`config.mk`:
```
export PLATFORM = sky130hd
export DESIGN_NAME = mips_host_bridge
export DESIGN_NICKNAME = d
export VERILOG_FILES = /design/src/rtl/mips_host_bridge_pkg.sv /design/src/rtl/io_word_fifo.sv /design/src/rtl/mips_host_bridge.sv
export SDC_FILE = /design/constraint.sdc
export NUM_CORES = 1
export LEC_CHECK = 0
export BUFFER_PORTS_ARGS = -buffer_cell sky130_fd_sc_hd__clkbuf_2
export CORE_ASPECT_RATIO = 0.75
export CORE_MARGIN = 4
export CORE_UTILIZATION = 35
export DETAILED_ROUTE_END_ITERATION = 7
export SYNTH_ARGS = -nofsm -noshare
export SYNTH_HDL_FRONTEND = slang
export SYNTH_SLANG_ARGS = --single-unit
```
`constraint.sdc`:
```
create_clock -name clk -period 2.8 [get_ports clk]
set_clock_uncertainty 0.2 [all_clocks]
set_input_delay 0.56 -clock clk [delete_from_list [all_inputs] [get_ports clk]]
set_output_delay 0.56 -clock clk [all_outputs]
set_load 0.1 [all_outputs]
```
`src/rtl/mips_host_bridge_pkg.sv`:
```
// Shared constants and types for the MIPS host bridge: word geometry and
// the input-side FSM state encoding.
package mips_host_bridge_pkg;

  localparam int BYTES_PER_WORD = 4;
  localparam int BIDX_W         = 2;
  localparam int WORD_W         = BYTES_PER_WORD * 8;

  typedef enum logic [1:0] {
    COLLECT = 2'd0,
    ISSUE   = 2'd1,
    WAIT    = 2'd2
  } in_state_t;

endpackage

```
`src/rtl/io_word_fifo.sv`:
```
// Word-wide synchronous FIFO with show-ahead read data; a push is accepted
// while full as long as a pop happens in the same cycle.
module io_word_fifo
  import mips_host_bridge_pkg::*;
#(
  parameter int DEPTH = 4
) (
  input  logic              clk,
  input  logic              rst,
  input  logic              push,
  input  logic              pop,
  input  logic [WORD_W-1:0] wdata,
  output logic [WORD_W-1:0] rdata,
  output logic              full,
  output logic              empty
);

  localparam int PTR_W = (DEPTH > 1) ? $clog2(DEPTH) : 1;
  localparam int CNT_W = PTR_W + 1;

  logic [WORD_W-1:0] mem [DEPTH];
  logic [PTR_W-1:0]  wr_ptr;
  logic [PTR_W-1:0]  rd_ptr;
  logic [CNT_W-1:0]  count;
  logic              do_push;
  logic              do_pop;

  assign full    = (count == CNT_W'(DEPTH));
  assign empty   = (count == '0);
  assign do_pop  = pop & ~empty;
  assign do_push = push & (~full | do_pop);
  assign rdata   = mem[rd_ptr];

  always_ff @(posedge clk) begin
    if (do_push) mem[wr_ptr] <= wdata;
  end

  // Pointers wrap naturally because DEPTH is a power of two.
  always_ff @(posedge clk) begin
    if (rst) begin
      wr_ptr <= '0;
      rd_ptr <= '0;
      count  <= '0;
    end else begin
      if (do_push) wr_ptr <= wr_ptr + PTR_W'(1);
      if (do_pop)  rd_ptr <= rd_ptr + PTR_W'(1);
      case ({do_push, do_pop})
        2'b10:   count <= count + CNT_W'(1);
        2'b01:   count <= count - CNT_W'(1);
        default: count <= count;
      endcase
    end
  end

endmodule

```
`src/rtl/mips_host_bridge.sv`:
```
// Host-side bridge for the multi-cycle MIPS core: byte stream in, one-cycle
// Jen word strobes out; InstDone results buffered and streamed back as bytes.
module mips_host_bridge
  import mips_host_bridge_pkg::*;
#(
  parameter int FIFO_DEPTH = 4
) (
  input  logic        clk,
  input  logic        rst,
  input  logic        in_valid,
  output logic        in_ready,
  input  logic [7:0]  in_data,
  output logic        out_valid,
  input  logic        out_ready,
  output logic [7:0]  out_data,
  output logic        Jen,
  output logic [31:0] Jin,
  input  logic [31:0] Jout,
  input  logic        InstDone,
  output logic        overflow,
  output logic [31:0] inst_count
);

  localparam logic [BIDX_W-1:0] LAST_BYTE = BIDX_W'(BYTES_PER_WORD - 1);

  in_state_t         state;
  in_state_t         next_state;
  logic [BIDX_W-1:0] bidx;
  logic [BIDX_W-1:0] obidx;
  logic [WORD_W-1:0] asm_word;
  logic [WORD_W-1:0] jin_q;
  logic [WORD_W-1:0] head;
  logic              accept;
  logic              last_in;
  logic              push;
  logic              pop;
  logic              full;
  logic              empty;

  assign accept  = in_valid & in_ready;
  assign last_in = accept & (bidx == LAST_BYTE);

  always_ff @(posedge clk) begin
    if (rst) state <= COLLECT;
    else     state <= next_state;
  end

  // InstDone only completes a word once the FSM has moved past ISSUE.
  always_comb begin
    next_state = state;
    in_ready   = 1'b0;
    Jen        = 1'b0;
    case (state)
      COLLECT: begin
        in_ready = 1'b1;
        if (last_in) next_state = ISSUE;
      end
      ISSUE: begin
        Jen        = 1'b1;
        next_state = WAIT;
      end
      WAIT: begin
        if (InstDone) next_state = COLLECT;
      end
      default: next_state = COLLECT;
    endcase
  end

  // Jin is loaded with the completed word as its last byte arrives so it is
  // valid throughout ISSUE and holds afterwards.
  always_ff @(posedge clk) begin
    if (rst) begin
      asm_word <= '0;
      bidx     <= '0;
      jin_q    <= '0;
    end else if (accept) begin
      asm_word[{bidx, 3'b000} +: 8] <= in_data;
      bidx <= last_in ? '0 : bidx + BIDX_W'(1);
      if (last_in) jin_q <= {in_data, asm_word[WORD_W-9:0]};
    end
  end

  assign Jin = jin_q;

  assign pop  = out_valid & out_ready & (obidx == LAST_BYTE);
  assign push = InstDone & (~full | pop);

  io_word_fifo #(
    .DEPTH (FIFO_DEPTH)
  ) u_fifo (
    .clk   (clk),
    .rst   (rst),
    .push  (push),
    .pop   (pop),
    .wdata (Jout),
    .rdata (head),
    .full  (full),
    .empty (empty)
  );

  always_ff @(posedge clk) begin
    if (rst) begin
      inst_count <= '0;
      overflow   <= 1'b0;
      obidx      <= '0;
    end else begin
      if (InstDone)                inst_count <= inst_count + 32'd1;
      if (InstDone & full & ~pop)  overflow   <= 1'b1;
      if (out_valid & out_ready)   obidx      <= pop ? '0 : obidx + BIDX_W'(1);
    end
  end

  assign out_valid = ~empty;
  assign out_data  = empty ? 8'h00 : head[{obidx, 3'b000} +: 8];

endmodule

```
==> run_results.csv <==
group,metric,value,unit
worst_setup_path,start_kind,"register",
yosys,synth_cell_types,41,
layout,post-route-util,44.79,%
global_routing,antenna_found_initial,0,
sta,maxSlewViolCount,0,
sta,period_needed,2.910,ns
min_path,holdPathStages,1,
yosys,ys_ff_latch,232,
yosys,synth_seq_area_share,64.84,%
power,power.internal,5.890,mW
worst_setup_path,path_cells,"buf_12 -> mux4_2 -> mux2i_2 -> o22ai_2 -> buf_12",
drt,vias,5994,
layout,final-seq-area,5939,µm²
power,powerDensity,679.1,nW/µm²
yosys,synth_edf_count,128,
clocking,cts_sinks,232,
status,violations,"setup timing",
yosys,post-synth-top-count-cell,"edfxtp_1",
worst_setup_path,crit_arrival,2.15,ns
layout,final_cell_count_no_fill,1199,
sta,slew_headroom,60.14,%
yosys,synth_area_leaders,"edfxtp_1 42%, dfxtp_1 23%, mux4_2 7.9%",
clocking,root_buffer,"clkbuf_16",
yosys,yosys.area.top_type,"edfxtp_1",
min_path,hold_path.class,"in2reg",
global_routing,grt_pass1_vias,5897,
drt,viasPerCell,4.999,
floorplanning,start_util,36.07,%
place,port_buffers,120,
drt,routed_wl,20580,µm
yosys,synthArstFlopShare,0,%
yosys,synth.top_cell.area_share,42.06,%
yosys,synth.top_cells.by_count,"128 x edfxtp_1, 109 x nand2_1, 104 x dfxtp_1, 82 x a21oi_1, 33 x clkbuf_1",
power,pwr-share-comb,8.8,%
status,status,"complete, but fails checks",
floorplanning,pin_count,121,
power,p_leak,3.874,nW
global_routing,grt_max_degree,53,
clocking,hold_buffers,0,
yosys,avgSynthCellArea,12.73,µm²
yosys,synth_nets,776,
drt,ant_nets,0,
worst_setup_path,r2r_cells,8,
layout,nets,899,
global_routing,grt_overflow,0,
layout,area_growth,24.18,%
worst_setup_path,worst-path-max-fanout,17,
worst_setup_path,crit_path_end_kind,"output port",
yosys,synth_top_flop_cell,"edfxtp_1",
yosys,yosys_warnings,0,
place,hpwl,13480,µm
place,place_congestion,0.7265,
place,dp_cells,1151,
sta,worstMarginPinSlew,0.5979,ns
floorplanning,die_y,147.9,µm
floorplanning,die_area,28790,µm²
drt,wl_per_cell,17.16,µm
layout,stdcell_area,11350,µm²
power,p_sw,1.816,mW
clocking,cts_made_buffers,25,
worst_setup_path,slowest_delay,0.53,ns
worst_setup_path,worstPathRequired,2.04,ns
floorplanning,die_x,194.6,µm
layout,fillers,2307,
clocking,cts_htree_levels,1,
worst_setup_path,crit_type,"reg2out",
drt,dr.pass1.iters,4,
drt,drt_iter0_drc,350,
clocking,cts_tree,"done",
clocking,path_clk_slew,0.06,ns
floorplanning,rows,50,
drt,drc,0,
clocking,insertion_delay,0.51,ns
power,switching_share,23.57,%
power,p_clk_share,42.6,%
clocking,clock_path_buffers,3,
layout,drive_gt1_share,28.72,%
place,place_area,10420,µm²
floorplanning,core_area,25340,µm²
job,cap_viol_max_count,0,
sta,fin_ws,-0.1102,ns
layout,multiInputGateArea,3128,µm²
worst_setup_path,cp_slowest_cell,"mux4_2",
global_routing,grt_usage,13.98,%
yosys,syn_inst,718,
sta,hold_violations,0,
sta,rsz0062_at_grt,"yes",
yosys,synth_area,9139,µm²
sta,max_freq,343.6,MHz
worst_setup_path,critPathMostFrequentCell,"buf_12",
power,peakVddDrop,0.4039,mV
sta,finalSetupViolCount,8,
global_routing,grt_pass1_wl,33100,µm
sta,period_share,103.9,%
power,pwr-share-seq,48.6,%
## placed cells by master, fill, tap and decap left out, drive strengths merged, types with 2 or more instances in the layout
cell type	synthesis	final
nand2b	2	2
or4	15	15
a21oi	82	82
nand2	109	109
mux2i	18	18
or3	8	8
mux4	32	32
ha	12	12
and2	9	9
xor2	10	10
nor3	2	2
clkbuf	33	143
and4	5	5
clkinvlp	0	2
xnor2	7	7
nand4	12	12
buf	10	28
inv	12	15
o22ai	8	8
o31ai	15	15
and3	4	4
dfxtp	104	104
nand3	30	30
or4b	2	2
bufinv	0	2
nor3b	4	4
nor2	32	32
nor2b	2	2
edfxtp	128	128
clkinv	0	7
o21ai	4	4
## cell type report
| class | instances | share of cell area [%] |
|---|---|---|
| multi-input cells | 431 | 27.56 |
| clock inverters | 14 | 1.224 |
| inverters | 12 | 0.3969 |
| repair buffers | 139 | 8.622 |
| flip-flops and latches | 232 | 52.34 |
| well taps | 338 | 3.727 |
| diodes | 1 | 0.02205 |
| clock buffers | 32 | 6.108 |
## routing by layer
layer	track usage, %	vias to the layer above	wire length [µm]
li1	-	2907	-
met1	20.72	2960	10010
met3	2.552	22	871
met2	21.62	105	9365
met4	2.952	0	328
met5	0	-	0
## path summary, 6_finish.rpt
kind	end	from	slack (ns)
setup / recovery	out_data[3]	register	-0.11
hold / removal	u_fifo.mem[0][23]	Jout[23]	0.06
setup reg to reg	u_fifo.count[2]	u_fifo.count[2]	0.33
hold reg to reg	Jin[23]	Jin[23]	0.25
## flip-flops by register name, indices dropped and copies added, names as in the netlist, 2 cells and up, named ones only
| name | count |
|---|---|
| u_fifo.mem | 128 |
| Jin | 32 |
| u_fifo.wr_ptr | 2 |
| inst_count | 32 |
| u_fifo.count | 3 |
| obidx | 2 |
| u_fifo.rd_ptr | 2 |
| state | 2 |
| asm_word | 24 |
| bidx | 2 |
## metrics by stage
stage	hold WS (ns)	power [mW]	setup TNS, ns	setup WS [ns]
after CTS	0.03187	7.820	-1.156	-0.1612
after floorplan	0.2321	4.227	-1.851	-0.2377
final	0.06395	7.706	-0.7455	-0.1102
after detailed placement	0.2467	4.483	0	0.2771
after global routing	0.03808	8.043	-1.624	-0.2248
after global placement	0.2400	4.475	0	0.3010
## worst max-delay path: cells and delay by family (launching register included)
kind	cells	cell delay [ns]
flops	1	0.37
compound gates	1	0.14
mux	2	0.75
buf+inv	2	0.36
## cells by family (layout without fill, tap and decap cells)
family,count (synthesis),in the layout,synth area share (%)
AO/OA/AOI/OAI,112,112,6.750
XOR/XNOR,17,17,1.629
adder cells (fa/ha/maj),13,13,1.862
buffers and inverters,55,197,2.410
flip-flops,232,232,64.84
multiplexers,50,50,9.858
other,0,1,0
AND/OR/NAND/NOR,239,239,12.65
## power by group through the flow
stage,sequential [mW],combinational [mW],clock [mW]
after floorplan,3.84,0.384,0
after global placement,3.82,0.656,0
after detailed placement,3.82,0.661,0
after CTS,3.75,0.684,3.39
after global routing,3.76,0.724,3.56
final,3.75,0.678,3.28
## repair_timing
item	4_1_cts	5_1_grt
cloned	0	0
setup endpoints to repair	8	8
resized for setup	17	2
setup buffers	1	0
No activity file was read; power rests on OpenSTA's default activity.
